$ cat config.mk
export PLATFORM = sky130hd
export DESIGN_NAME = mem_port_arbiter_flat
export DESIGN_NICKNAME = d
export VERILOG_FILES = /design/src/rtl/mem_port_arbiter_if.sv /design/src/rtl/mem_port_arbiter.sv /design/src/flat_wrapper.sv
export SDC_FILE = /design/constraint.sdc
export NUM_CORES = 1
export LEC_CHECK = 0
export CAP_MARGIN = 20
export CELL_PAD_IN_SITES_DETAIL_PLACEMENT = 0
export CELL_PAD_IN_SITES_GLOBAL_PLACEMENT = 1
export CORE_MARGIN = 2
export CORE_UTILIZATION = 31
export CTS_CLUSTER_SIZE = 14
export DETAILED_ROUTE_END_ITERATION = 10
export GPL_ROUTABILITY_DRIVEN = 0
export GPL_TIMING_DRIVEN = 0
export HOLD_SLACK_MARGIN = 0.02
export PLACE_DENSITY = 0.87
export SLEW_MARGIN = 20
export SYNTH_ARGS = -nofsm -noshare
export SYNTH_HDL_FRONTEND = slang
export SYNTH_SLANG_ARGS = --single-unit
export TNS_END_PERCENT = 5
$ cat constraint.sdc
create_clock -name clk -period 1.93 [get_ports clk]
set_clock_uncertainty 0.1 [all_clocks]
set_input_delay 0.193 -clock clk [delete_from_list [all_inputs] [get_ports clk]]
set_output_delay 0.193 -clock clk [all_outputs]
set_load 0.01 [all_outputs]
$ cat src/rtl/mem_port_arbiter_if.sv
// Unified memory port bus: the arbiter drives the request side as master,
// the memory answers with a single-cycle ack and read data as slave.
interface mem_port_arbiter_if #(
  parameter int ADDR_W = 32,
  parameter int DATA_W = 32
);
  logic                  mem_req;
  logic                  mem_we;
  logic [ADDR_W-1:0]     mem_addr;
  logic [DATA_W-1:0]     mem_wdata;
  logic [DATA_W/8-1:0]   mem_be;
  logic                  mem_ack;
  logic [DATA_W-1:0]     mem_rdata;

  modport master (
    output mem_req, mem_we, mem_addr, mem_wdata, mem_be,
    input  mem_ack, mem_rdata
  );

  modport slave (
    input  mem_req, mem_we, mem_addr, mem_wdata, mem_be,
    output mem_ack, mem_rdata
  );
endinterface

$ cat src/rtl/mem_port_arbiter.sv
// Arbiter sharing one memory port between instruction fetch and data access.
// One transaction at a time, data has priority, and a watchdog aborts
// transactions the memory never acknowledges (sticky err_timeout).
module mem_port_arbiter #(
  parameter int ADDR_W  = 32,
  parameter int DATA_W  = 32,
  parameter int TIMEOUT = 255
) (
  input  logic                clk,
  input  logic                reset,
  input  logic                if_req,
  input  logic [ADDR_W-1:0]   if_addr,
  output logic [DATA_W-1:0]   if_rdata,
  output logic                if_valid,
  input  logic                d_req,
  input  logic                d_we,
  input  logic [ADDR_W-1:0]   d_addr,
  input  logic [DATA_W-1:0]   d_wdata,
  input  logic [DATA_W/8-1:0] d_be,
  output logic [DATA_W-1:0]   d_rdata,
  output logic                d_valid,
  output logic                stall_if,
  output logic                stall_mem,
  mem_port_arbiter_if.master  mem,
  output logic                err_timeout
);

  localparam int BE_W  = DATA_W / 8;
  localparam int CNT_W = $clog2(TIMEOUT + 1);
  localparam logic [CNT_W-1:0] CNT_MAX  = CNT_W'(TIMEOUT);
  localparam logic [CNT_W-1:0] CNT_LAST = CNT_W'(TIMEOUT - 1);

  typedef enum logic [1:0] {IDLE, DATA, FETCH, RESP} state_e;

  state_e              state_q, state_d;
  logic [CNT_W-1:0]    cnt_q, cnt_d;
  logic                mem_req_q, mem_req_d;
  logic                mem_we_q, mem_we_d;
  logic [ADDR_W-1:0]   mem_addr_q, mem_addr_d;
  logic [DATA_W-1:0]   mem_wdata_q, mem_wdata_d;
  logic [BE_W-1:0]     mem_be_q, mem_be_d;
  logic [DATA_W-1:0]   if_rdata_q, if_rdata_d;
  logic [DATA_W-1:0]   d_rdata_q, d_rdata_d;
  logic                if_valid_q, if_valid_d;
  logic                d_valid_q, d_valid_d;
  logic                err_q, err_d;
  logic                tmo_hit;

  // Watchdog increment that sticks at TIMEOUT instead of wrapping.
  function automatic logic [CNT_W-1:0] sat_inc(input logic [CNT_W-1:0] v);
    return (v == CNT_MAX) ? v : v + 1'b1;
  endfunction

  // The count reaches TIMEOUT on this edge if no ack is seen.
  assign tmo_hit = (cnt_q == CNT_LAST);

  // State register.
  always_ff @(posedge clk or negedge reset) begin
    if (!reset) state_q <= IDLE;
    else        state_q <= state_d;
  end

  // Next-state: grant from IDLE (data first), finish on ack or timeout.
  always_comb begin
    state_d = state_q;
    case (state_q)
      IDLE: begin
        if (d_req)       state_d = DATA;
        else if (if_req) state_d = FETCH;
      end
      DATA, FETCH: begin
        if (mem.mem_ack || tmo_hit) state_d = RESP;
      end
      RESP:    state_d = IDLE;
      default: state_d = IDLE;
    endcase
  end

  // Output/datapath next values: latch attributes on grant, capture read
  // data or zero on completion, raise the one-cycle valid pulse.
  always_comb begin
    mem_req_d   = mem_req_q;
    mem_we_d    = mem_we_q;
    mem_addr_d  = mem_addr_q;
    mem_wdata_d = mem_wdata_q;
    mem_be_d    = mem_be_q;
    if_rdata_d  = if_rdata_q;
    d_rdata_d   = d_rdata_q;
    if_valid_d  = 1'b0;
    d_valid_d   = 1'b0;
    cnt_d       = cnt_q;
    err_d       = err_q;
    case (state_q)
      IDLE: begin
        cnt_d = '0;
        if (d_req) begin
          mem_req_d   = 1'b1;
          mem_we_d    = d_we;
          mem_addr_d  = d_addr;
          mem_wdata_d = d_wdata;
          mem_be_d    = d_be;
        end else if (if_req) begin
          mem_req_d   = 1'b1;
          mem_we_d    = 1'b0;
          mem_addr_d  = if_addr;
          mem_wdata_d = '0;
          mem_be_d    = '1;
        end
      end
      DATA, FETCH: begin
        if (mem.mem_ack) begin
          mem_req_d = 1'b0;
          if (state_q == DATA) begin
            d_rdata_d = mem.mem_rdata;
            d_valid_d = 1'b1;
          end else begin
            if_rdata_d = mem.mem_rdata;
            if_valid_d = 1'b1;
          end
        end else begin
          cnt_d = sat_inc(cnt_q);
          if (tmo_hit) begin
            mem_req_d = 1'b0;
            err_d     = 1'b1;
            if (state_q == DATA) begin
              d_rdata_d = '0;
              d_valid_d = 1'b1;
            end else begin
              if_rdata_d = '0;
              if_valid_d = 1'b1;
            end
          end
        end
      end
      default: begin
      end
    endcase
  end

  // Datapath and flag registers; reset discards any in-flight transaction.
  always_ff @(posedge clk or negedge reset) begin
    if (!reset) begin
      cnt_q       <= '0;
      mem_req_q   <= 1'b0;
      mem_we_q    <= 1'b0;
      mem_addr_q  <= '0;
      mem_wdata_q <= '0;
      mem_be_q    <= '0;
      if_rdata_q  <= '0;
      d_rdata_q   <= '0;
      if_valid_q  <= 1'b0;
      d_valid_q   <= 1'b0;
      err_q       <= 1'b0;
    end else begin
      cnt_q       <= cnt_d;
      mem_req_q   <= mem_req_d;
      mem_we_q    <= mem_we_d;
      mem_addr_q  <= mem_addr_d;
      mem_wdata_q <= mem_wdata_d;
      mem_be_q    <= mem_be_d;
      if_rdata_q  <= if_rdata_d;
      d_rdata_q   <= d_rdata_d;
      if_valid_q  <= if_valid_d;
      d_valid_q   <= d_valid_d;
      err_q       <= err_d;
    end
  end

  assign mem.mem_req   = mem_req_q;
  assign mem.mem_we    = mem_we_q;
  assign mem.mem_addr  = mem_addr_q;
  assign mem.mem_wdata = mem_wdata_q;
  assign mem.mem_be    = mem_be_q;
  assign if_rdata      = if_rdata_q;
  assign if_valid      = if_valid_q;
  assign d_rdata       = d_rdata_q;
  assign d_valid       = d_valid_q;
  assign err_timeout   = err_q;
  assign stall_if      = if_req & ~if_valid_q;
  assign stall_mem     = d_req & ~d_valid_q;

endmodule

$ cat src/flat_wrapper.sv
// flat-port wrapper written by rule: the top's interface ports become plain ports
module mem_port_arbiter_flat 
#(
  parameter int ADDR_W  = 32,
  parameter int DATA_W  = 32,
  parameter int TIMEOUT = 255
)
  (clk, reset, if_req, if_addr, if_rdata, if_valid, d_req, d_we, d_addr, d_wdata, d_be, d_rdata, d_valid, stall_if, stall_mem, err_timeout, mem_mem_req, mem_mem_we, mem_mem_addr, mem_mem_wdata, mem_mem_be, mem_mem_ack, mem_mem_rdata);
  mem_port_arbiter_if #(.ADDR_W(ADDR_W), .DATA_W(DATA_W)) mem_i ();
  input  logic clk;
  input  logic reset;
  input  logic if_req;
  input  logic [ADDR_W-1:0] if_addr;
  output logic [DATA_W-1:0] if_rdata;
  output logic if_valid;
  input  logic d_req;
  input  logic d_we;
  input  logic [ADDR_W-1:0] d_addr;
  input  logic [DATA_W-1:0] d_wdata;
  input  logic [DATA_W/8-1:0] d_be;
  output logic [DATA_W-1:0] d_rdata;
  output logic d_valid;
  output logic stall_if;
  output logic stall_mem;
  output logic err_timeout;
  output wire logic [$bits(mem_i.mem_req)-1:0] mem_mem_req;
  output wire logic [$bits(mem_i.mem_we)-1:0] mem_mem_we;
  output wire logic [$bits(mem_i.mem_addr)-1:0] mem_mem_addr;
  output wire logic [$bits(mem_i.mem_wdata)-1:0] mem_mem_wdata;
  output wire logic [$bits(mem_i.mem_be)-1:0] mem_mem_be;
  input wire logic [$bits(mem_i.mem_ack)-1:0] mem_mem_ack;
  input wire logic [$bits(mem_i.mem_rdata)-1:0] mem_mem_rdata;
  assign mem_mem_req = mem_i.mem_req;
  assign mem_mem_we = mem_i.mem_we;
  assign mem_mem_addr = mem_i.mem_addr;
  assign mem_mem_wdata = mem_i.mem_wdata;
  assign mem_mem_be = mem_i.mem_be;
  assign mem_i.mem_ack = mem_mem_ack;
  assign mem_i.mem_rdata = mem_mem_rdata;
  mem_port_arbiter #(.ADDR_W(ADDR_W), .DATA_W(DATA_W), .TIMEOUT(TIMEOUT)) u_core (.clk(clk), .reset(reset), .if_req(if_req), .if_addr(if_addr), .if_rdata(if_rdata), .if_valid(if_valid), .d_req(d_req), .d_we(d_we), .d_addr(d_addr), .d_wdata(d_wdata), .d_be(d_be), .d_rdata(d_rdata), .d_valid(d_valid), .stall_if(stall_if), .stall_mem(stall_mem), .mem(mem_i), .err_timeout(err_timeout));
endmodule
Word-level counts from Yosys, hierarchy flattened

Index checks and enable logic that the tools add are counted.

Order comparisons: 0
Bitwise logic cells: 6
$mul: 0
Add/sub/neg operators: 1
Shift-type cells: 0
Divide/modulo/power cells: 0
Mux-type cells: 36
Eq/ne operators: 10
Reduce and logical (&&, ||, !) cells: 13

Operator list:

| cell                  | count |
|---|---|
| $mux W32              | 12 |
| $eq A8 B8 Y1 const B  | 2 |
| $mux W8               | 2 |
| $pmux W8 S2           | 1 |
| $reduce_and A3 Y1     | 5 |
| $mux W1               | 14 |
| $add A8 B1 Y8 const B | 1 |
| $mux W4               | 2 |
| $mux W2               | 3 |
| $pmux W2 S3           | 1 |
| $reduce_bool A2 Y1    | 3 |
| $eq A2 B2 Y1 const B  | 2 |
| $ne A2 B2 Y1 const B  | 2 |
| $not A1 Y1            | 4 |
| $reduce_and A2 Y1     | 2 |
| $ne A3 B2 Y1 const B  | 1 |
| $ne A3 B3 Y1 const B  | 1 |
| $and A1 B1 Y1         | 2 |
| $eq A2 B1 Y1 const B  | 1 |
| $logic_not A2 Y1      | 1 |
| $ne A2 B1 Y1 const B  | 1 |
| $pmux W1 S2           | 1 |
| $reduce_or A2 Y1      | 1 |
| $logic_or A1 B1 Y1    | 1 |

Bits in latches: 0
Logic and storage cells: 78
Register bits: 147
Input port bits: 138
Bits in writable memories: 0
Output and inout port bits: 139
Memories kept: 0
ROM bits: 0

Logic depth before layout (Yosys ltp)

Gate-level depths: netlist of the first run.

Depth after elaboration: 5
Mapped depth: 7
Mapped depth without buffers: 6

Worst setup path after synthesis of the first run

Ideal clock, no wire load.

Path kind: register to register
Start: register u_core.state_q[0]
End: register u_core.if_rdata_q[0], in the netlist u_core.if_rdata[0]
Library setup time: 0.121 ns
Arrival: 1.557 ns
Period minus slack after synthesis: 1.778 ns
Required time: 1.709 ns
Setup slack: 0.152 ns
Stages on the path, launching flop included: 8
Buffers on the path: 2
Cell sequence: dfrtp_1 -> inv_1 -> ha_1 -> nor2b_1 -> and2_1 -> clkbuf_1 -> buf_2 -> a22o_1

Longest elaborated chain between the ends: 3
Elaborated cells on any way between the ends: 5
Those cells by class: eq/ne (2); bitwise (1); reduce/logical (2)

RTL lines:

| element                                        | RTL line                                                                 | RTL |
|---|---|---|
| start: declaration                             | mem_port_arbiter.sv:35                                                   | `state_e state_q, state_d;` |
| start signal: assignment                       | mem_port_arbiter.sv:60                                                   | `else state_q <= state_d;` |
| $eq A2 B1 Y1 or $eq A2 B2 Y1 (tied branches)   | mem_port_arbiter.sv:93, mem_port_arbiter.sv:113, mem_port_arbiter.sv:125 |  |
| $reduce_or A2 Y1 or $not A1 Y1 (tied branches) | -                                                                        |  |
| $reduce_and A3 Y1 (no line) (*)                | -                                                                        |  |
| end signal: assignment                         | mem_port_arbiter.sv:161                                                  | `if_rdata_q <= if_rdata_d;` |
| end: declaration                               | mem_port_arbiter.sv:42                                                   | `logic [DATA_W-1:0] if_rdata_q, if_rdata_d;` |

Mark *: on every way between the ends. The rest lies on a longest branch, timed or not.
A chain may end at the register's enable or synchronous reset.

Worst setup path after layout of the first run

Start: input port if_req
End: output port stall_if

Longest elaborated chain between the ends: 1

RTL lines:

| element            | RTL line                | RTL |
|---|---|---|
| start: declaration | flat_wrapper.sv:12      | `input logic if_req;` |
| $and A1 B1 Y1      | mem_port_arbiter.sv:179 | `assign stall_if = if_req & ~if_valid_q;` |
| end: declaration   | flat_wrapper.sv:23      | `output logic stall_if;` |

Every way passes these cells.

==> flow_summary.ini, run 1 <==
[outcome]
status = finished, final reports clean

[global_routing]
overflow = 0
antenna_found_initial = 0
grt_max_degree = 76
grt_pass1_wl_um = 28400
grt_usage = 0.183
grt_pass1_vias = 5068

[flow_run]
drv_cap = 0

[sta]
grt_setup_unrepaired = yes
slew_headroom = 0.606
tightest_slew_ns = 0.591
setup_viol = 0
fmax_mhz = 542
period_share = 0.956
finalCriticalPeriod_ns = 1.84
fin_ws_ns = 0.0856
holdWs_ns = 0.229
hold_viol = 0
slew_violations = 0

[worst_setup_path]
rrSetupSlack_ns = 0.10
worst_path_most_repeated_cell = clkdlybuf4s50_1
reg2reg_from = u_core.cnt_q[0]$_DFFE_PN0P_
reg2reg_to = u_core.if_rdata[6]$_DFFE_PN0P_
required_ns = 1.64
cp_max_fo = 4
startpoint_type = input pin
path_cells = clkdlybuf4s50_1 -> nor2b_1 -> clkdlybuf4s50_1
max_stage_delay_ns = 0.62
crit_type = in -> out
critPathCaptureType = primary output
arrival_ns = 1.55
slowest_stage = clkdlybuf4s50_1
reg2reg_depth = 7

[clock_network]
clk_latency_ns = 0.41
cts.clk_slew.worst_paths_ns = 0.06
root_buffer = clkbuf_16
numCtsBuffers = 17
numClockSinks = 147
cts_max_level = 4
clk_path_buf_depth = 2
cts_tree = done

[finish]
seq_area_mm2 = 0.00368
syn_to_final_growth_pct = 62.8
n_antenna_cell = 0
drive_gt1_frac = 0.0884
nFillCells = 1614
final_nets = 901
final_util = 0.514
multi_input_area_mm2 = 0.00204

[floorplan]
dieArea_mm2 = 0.0202
die_h_um = 142
initial_core_util = 0.316
row_count = 50
fp.coreArea_mm2 = 0.0187
io-pin-count = 277
die_w_um = 142

[logic_synthesis]
ys.flop_type = dfrtp_1
syn_area_per_cell_um2 = 12.8
synth_area_leaders = dfrtp_1 62%, a22o_1 15%, mux2i_1 5.9%
synth-edff-count = 0
yosysTopAreaCellShare = 0.623
synth.largest_area_cell = dfrtp_1
synth_seq_cells = 147
ys_types = 39
yosysMostFrequentCell = dfrtp_1
syn_inst = 460
syn_nets = 604
syn_area_mm2 = 0.00591
synthArstFlopShare = 1.00
synthTopCellsByCount = 147 x dfrtp_1, 98 x a22o_1, 40 x nand2_1
ys_warn_count = 0
ys_seq_area_frac = 0.623

[drt]
routed_wl_um = 18600
route.detailed.drc = 0
vias_per_cell = 4.88
vias = 4894
wl_per_cell_um = 18.6
drt_iter0_drc = 189
postRouteAntennaNets = 0
first_pass_iters = 4

[pwr]
p_switching_uw = 5310
pwr-share-comb = 0.462
power_density_mw_per_mm2 = 1620
p_leak_uw = 0.00423
clockPowerShare = 0.199
p_seq_frac = 0.340
peakVddDrop_uv = 778
p_int_uw = 10300
switching_share = 0.341

[place]
dp_hpwl_um = 13700
io_buffers = 276
post-place-ws_ns = -0.592

[min_path]
hold_path.class = in -> async
-- metal layers --
metal	GRT usage	up-vias	wire length [um]	part of all wire
met2	0.288	216	8450	0.45
met5	0	-	0	0
met4	0.0647	0	383	0.021
met1	0.233	2348	8010	0.43
li1	-	2305	-	-
met3	0.0663	25	1790	0.096
-- power by group through the flow --
stage | sequential [uW] | clock [uW] | combinational (uW)
after detailed placement | 5310 | 0 | 7190
after global routing | 5480 | 3320 | 7760
after floorplan | 5900 | 0 | 2580
after global placement | 5320 | 0 | 7060
after CTS | 5310 | 3170 | 7250
final | 5300 | 3100 | 7210
-- how the worst max path moves through the flow --
stage,start,to,slack (ns),cells after the start
2_1_floorplan,u_core.state_q[0]$_DFFE_PN0P_,u_core.if_rdata[0]$_DFFE_PN0P_,0.15,7
4_1_cts,u_core.state_q[0]$_DFFE_PN0P_,u_core.d_rdata[22]$_DFFE_PN0P_,0.03,6
6_report,if_req,stall_if,0.09,3
3_5_place_dp,if_req,u_core.mem.mem_addr[9]$_DFFE_PN0P_,-0.59,6
5_1_grt,u_core.state_q[0]$_DFFE_PN0P_,u_core.mem.mem_addr[18]$_DFFE_PN0P_,-0.03,7
3_3_place_gp,reset,u_core.mem.mem_wdata[9]$_DFFE_PN0P_,-5.41,1
-- cell type report --
type                    count  share of cell area
clock inverters            14              0.0126
multi-input cells         271               0.212
plain buffers              32              0.0225
repair buffers            280               0.293
inverters                   8             0.00312
well taps                 234              0.0304
clock buffers              17              0.0442
flip-flops and latches    147               0.382
-- flip-flops by register name, summed over array words and instances (netlist names) --
| name | flops |
|---|---|
| u_core.d_rdata | 32 |
| u_core.if_rdata | 32 |
| u_core.mem.mem_addr | 32 |
| u_core.mem.mem_wdata | 32 |
| u_core.cnt_q | 8 |
| u_core.mem.mem_be | 4 |
| u_core.state_q | 2 |
| u_core.d_valid | 1 |
| u_core.err_timeout | 1 |
| u_core.if_valid | 1 |
| u_core.mem.mem_req | 1 |
| u_core.mem.mem_we | 1 |
-- cell families (layout without fill, tap and decap cells) --
group / count (synthesis) / count (layout) / share of synthesized area
AO/OA/AOI/OAI: 156 / 156 / 0.205
adder cells (fa/ha/maj): 6 / 6 / 0.0127
buffers and inverters: 42 / 351 / 0.0369
flip-flops: 147 / 147 / 0.623
multiplexers: 35 / 35 / 0.0593
AND/OR/NAND/NOR: 74 / 74 / 0.0629
-- timing repair --
action,CTS,global route
setup buffers,1,1
hold endpoints to repair,74,0
hold buffers,1,0
endpoints found under the setup margin,123,108
pin swaps,0,0
gates cloned,0,0
resized for setup,18,6
-- cells in the final DEF, fill, tap and decap left out, types with 2 or more instances in the layout --
| cell type | netlist | final |
|---|---|---|
| and2_1 | 3 | 2 |
| clkbuf_4 | 0 | 4 |
| buf_6 | 6 | 8 |
| ha_1 | 6 | 5 |
| clkbuf_16 | 0 | 17 |
| o21ai_0 | 36 | 36 |
| clkinvlp_4 | 0 | 4 |
| or3_1 | 2 | 2 |
| inv_8 | 0 | 3 |
| nor2b_1 | 4 | 3 |
| nand3_1 | 7 | 6 |
| buf_2 | 12 | 6 |
| clkbuf_1 | 15 | 9 |
| a21o_1 | 2 | 2 |
| o22a_1 | 5 | 5 |
| buf_4 | 0 | 5 |
| nand2_1 | 40 | 40 |
| nor3_1 | 2 | 2 |
| a21oi_1 | 3 | 3 |
| inv_1 | 8 | 8 |
| clkdlybuf4s50_1 | 0 | 274 |
| o31ai_1 | 2 | 2 |
| dfrtp_1 | 147 | 147 |
| nand4b_1 | 2 | 2 |
| a22o_1 | 98 | 98 |
| clkbuf_2 | 0 | 2 |
| inv_6 | 0 | 5 |
| a31oi_1 | 2 | 2 |
| nor2_1 | 6 | 6 |
| mux2i_1 | 35 | 35 |
-- critical path: cells and delay by family --
kind,cells,cell delay [ns]
AND/OR/NAND/NOR,1,0.18
buffers and inverters,2,1.17
-- per-stage QoR --
| stage | area (um^2) | setup TNS, ns | power [uW] | cells |
|---|---|---|---|---|
| global route | 9620 | -0.125 | 16600 | 1003 |
| detailed placement | 8990 | -35.41 | 12500 | 971 |
| global placement | 8960 | -824.64 | 12400 | 970 |
| floorplan | 5910 | 0 | 8480 | 460 |
| CTS | 9590 | 0 | 15700 | 1003 |
| finish | 9620 | 0 | 15600 | 1003 |
Note: power is estimated with default switching activity, not from simulation.
==> run 2, diff against run 1 <==
--- a/config.mk
+++ b/config.mk
@@ -10,7 +10,7 @@
 export CELL_PAD_IN_SITES_GLOBAL_PLACEMENT = 1
 export CORE_MARGIN = 2
 export CORE_UTILIZATION = 31
-export CTS_CLUSTER_SIZE = 14
+export CTS_CLUSTER_SIZE = 40
 export DETAILED_ROUTE_END_ITERATION = 10
 export GPL_ROUTABILITY_DRIVEN = 0
 export GPL_TIMING_DRIVEN = 0
==> constraint.sdc (replaced) <==
create_clock -name clk -period 1.93 [get_ports clk]
set_clock_uncertainty 0.1 [all_clocks]
set_input_delay 0.386 -clock clk [delete_from_list [all_inputs] [get_ports clk]]
set_output_delay 0.386 -clock clk [all_outputs]
set_load 0.01 [all_outputs]
==> run 2 against run 1 <==
Worst hold slack gained 0.14 ns. Non-clock buffer count rose by 2. Routed wire length is 0.20% higher. Die area is the same. Combinational power barely moved. Power grew 0.25%. Register-to-register slack got worse by 0.03 ns. Final area increased by 0.14%. Sequential power about the same. First-iteration DRC count is 4.2% higher. Largest cell class unchanged.
==> flow_summary.ini, run 2 (synthesis gave the netlist of run 1 again) <==
[place]
dpl_cell_area_mm2 = 0.00899
dp_hpwl_um = 13700
io_buffers = 276

[worst_setup_path]
path_cells = dlygate4sd2_1 -> buf_6 -> buf_6 -> nor2b_1 -> clkdlybuf4s15_1
worst_path_most_repeated_cell = buf_6
cp_max_fo = 10
rrSetupSlack_ns = 0.07
crit_type = in -> out
arrival_ns = 1.37
slowest_stage = dlygate4sd2_1
startpoint_type = input pin
reg2reg_from = u_core.cnt_q[0]$_DFFE_PN0P_
critPathCaptureType = primary output
reg2reg_depth = 7
critPathTopFamily = buffers and inverters
path_buf_inv = 4
reg2reg_to = u_core.d_rdata[8]$_DFFE_PN0P_
max_stage_delay_ns = 0.29
required_ns = 1.44

[pwr]
p_int_uw = 10300
clockPowerShare = 0.198
p_leak_uw = 0.00425
pwr-share-comb = 0.463
power_density_mw_per_mm2 = 1620
p_switching_uw = 5330
p_seq_frac = 0.339
peakVddDrop_uv = 782
switching_share = 0.341

[drt]
drt_iter0_drc = 197
wl_per_cell_um = 18.6
m1WireLength_um = 8030
vias_per_cell = 4.88
wl_met3_um = 1790
routed_wl_um = 18700
wl_met2_um = 8460
postRouteAntennaNets = 0
highest_layer = met4
vias = 4902
first_pass_iters = 4
route.detailed.drc = 0

[floorplan]
io-pin-count = 277
initial_core_util = 0.316
fp.coreArea_mm2 = 0.0187
row_count = 50
die_w_um = 142
dieArea_mm2 = 0.0202
die_h_um = 142

[finish]
final_cell_mix = 271 x clkdlybuf4s50_1, 146 x dfrtp_1, 98 x a22o_1
final_util = 0.515
design_area_mm2 = 0.00963
final_common_cell = clkdlybuf4s50_1
nFillCells = 1619
final_nets = 903
syn_to_final_growth_pct = 63.1
n_antenna_cell = 0
drive_gt1_frac = 0.0934

[clock_network]
clk_path_buf_depth = 2
clk_latency_ns = 0.41
root_buffer = clkbuf_16
numClockSinks = 147
cts.clk_slew.worst_paths_ns = 0.06
cts_tree = done
cts_max_level = 4
numCtsBuffers = 17

[min_path]
min_to = u_core.err_timeout$_DFFE_PN0P_
hold_start = u_core.err_timeout$_DFFE_PN0P_
hold_depth = 1
hold_path.class = reg -> reg

[sta]
slew_headroom = 0.604
setup_viol = 0
holdWs_ns = 0.367
tightest_slew_ns = 0.595
finalCriticalPeriod_ns = 1.86
period_share = 0.964
slew_violations = 0
fmax_mhz = 537
hold_viol = 0

[global_routing]
grt_usage = 0.183
grt_pass1_vias = 5067
grt_pass1_wl_um = 28500
overflow = 0
grt_max_degree = 76
antenna_found_initial = 0

[flow_run]
drv_cap = 0

[outcome]
status = finished, final reports clean
## run 2: routing by layer
| layer | GRT usage | vias to the layer above |
|---|---|---|
| li1 | - | 2304 |
| met1 | 0.233 | 2358 |
| met2 | 0.288 | 214 |
| met3 | 0.0663 | 26 |
| met4 | 0.0647 | 0 |
| met5 | 0 | - |
## run 2: final cells by class
cell class	instances	area (um^2)	area share
sequential	147	3680	0.382
clock buffer	17	425	0.0442
inverter	8	30.0	0.00312
multi-input combinational	271	2050	0.212
tap	234	293	0.0304
timing repair buffer	280	2820	0.292
buffer	34	220	0.0229
clock inverter	14	121	0.0126
## run 2: metrics by stage
step / power, uW / instances / setup TNS (ns) / setup WS (ns)
2_1_floorplan: 8480 / 460 / 0 / 0.152
3_3_place_gp: 12400 / 970 / -870.24 / -5.61
3_5_place_dp: 12500 / 971 / -53.77 / -0.935
4_1_cts: 15800 / 1004 / 0 / 0.0289
5_1_grt: 16600 / 1005 / -0.343 / -0.0279
6_report: 15600 / 1005 / 0 / 0.0691
## run 2: what timing repair did
item / in CTS / in global routing
buffers inserted: 1 / 1
cloned: 0 / 0
gates resized for setup: 21 / 11
pin swaps: 0 / 1
endpoints found under the hold margin: 74 / 0
hold buffers: 1 / 0
endpoints found under the setup margin: 124 / 76
## run 2: power by group through the flow
stage	Sequential [uW]	Combinational [uW]	Clock, uW
after CTS	5310	7290	3170
after global routing	5490	7810	3320
after floorplan	5900	2580	0
final	5300	7240	3100
after detailed placement	5310	7190	0
after global placement	5320	7060	0
## run 2: how the worst max path moves through the flow
stage                                  start                             endpoint  slack (ns)  cells after the start
5_1_grt          u_core.cnt_q[0]$_DFFE_PN0P_        u_core.d_rdata[2]$_DFFE_PN0P_       -0.03                      7
3_5_place_dp                           d_req                            stall_mem       -0.93                      5
4_1_cts                                d_req                            stall_mem        0.03                      5
6_report                               d_req                            stall_mem        0.07                      5
3_3_place_gp                           reset  u_core.mem.mem_wdata[9]$_DFFE_PN0P_       -5.61                      1
2_1_floorplan  u_core.state_q[0]$_DFFE_PN0P_       u_core.if_rdata[0]$_DFFE_PN0P_        0.15                      7
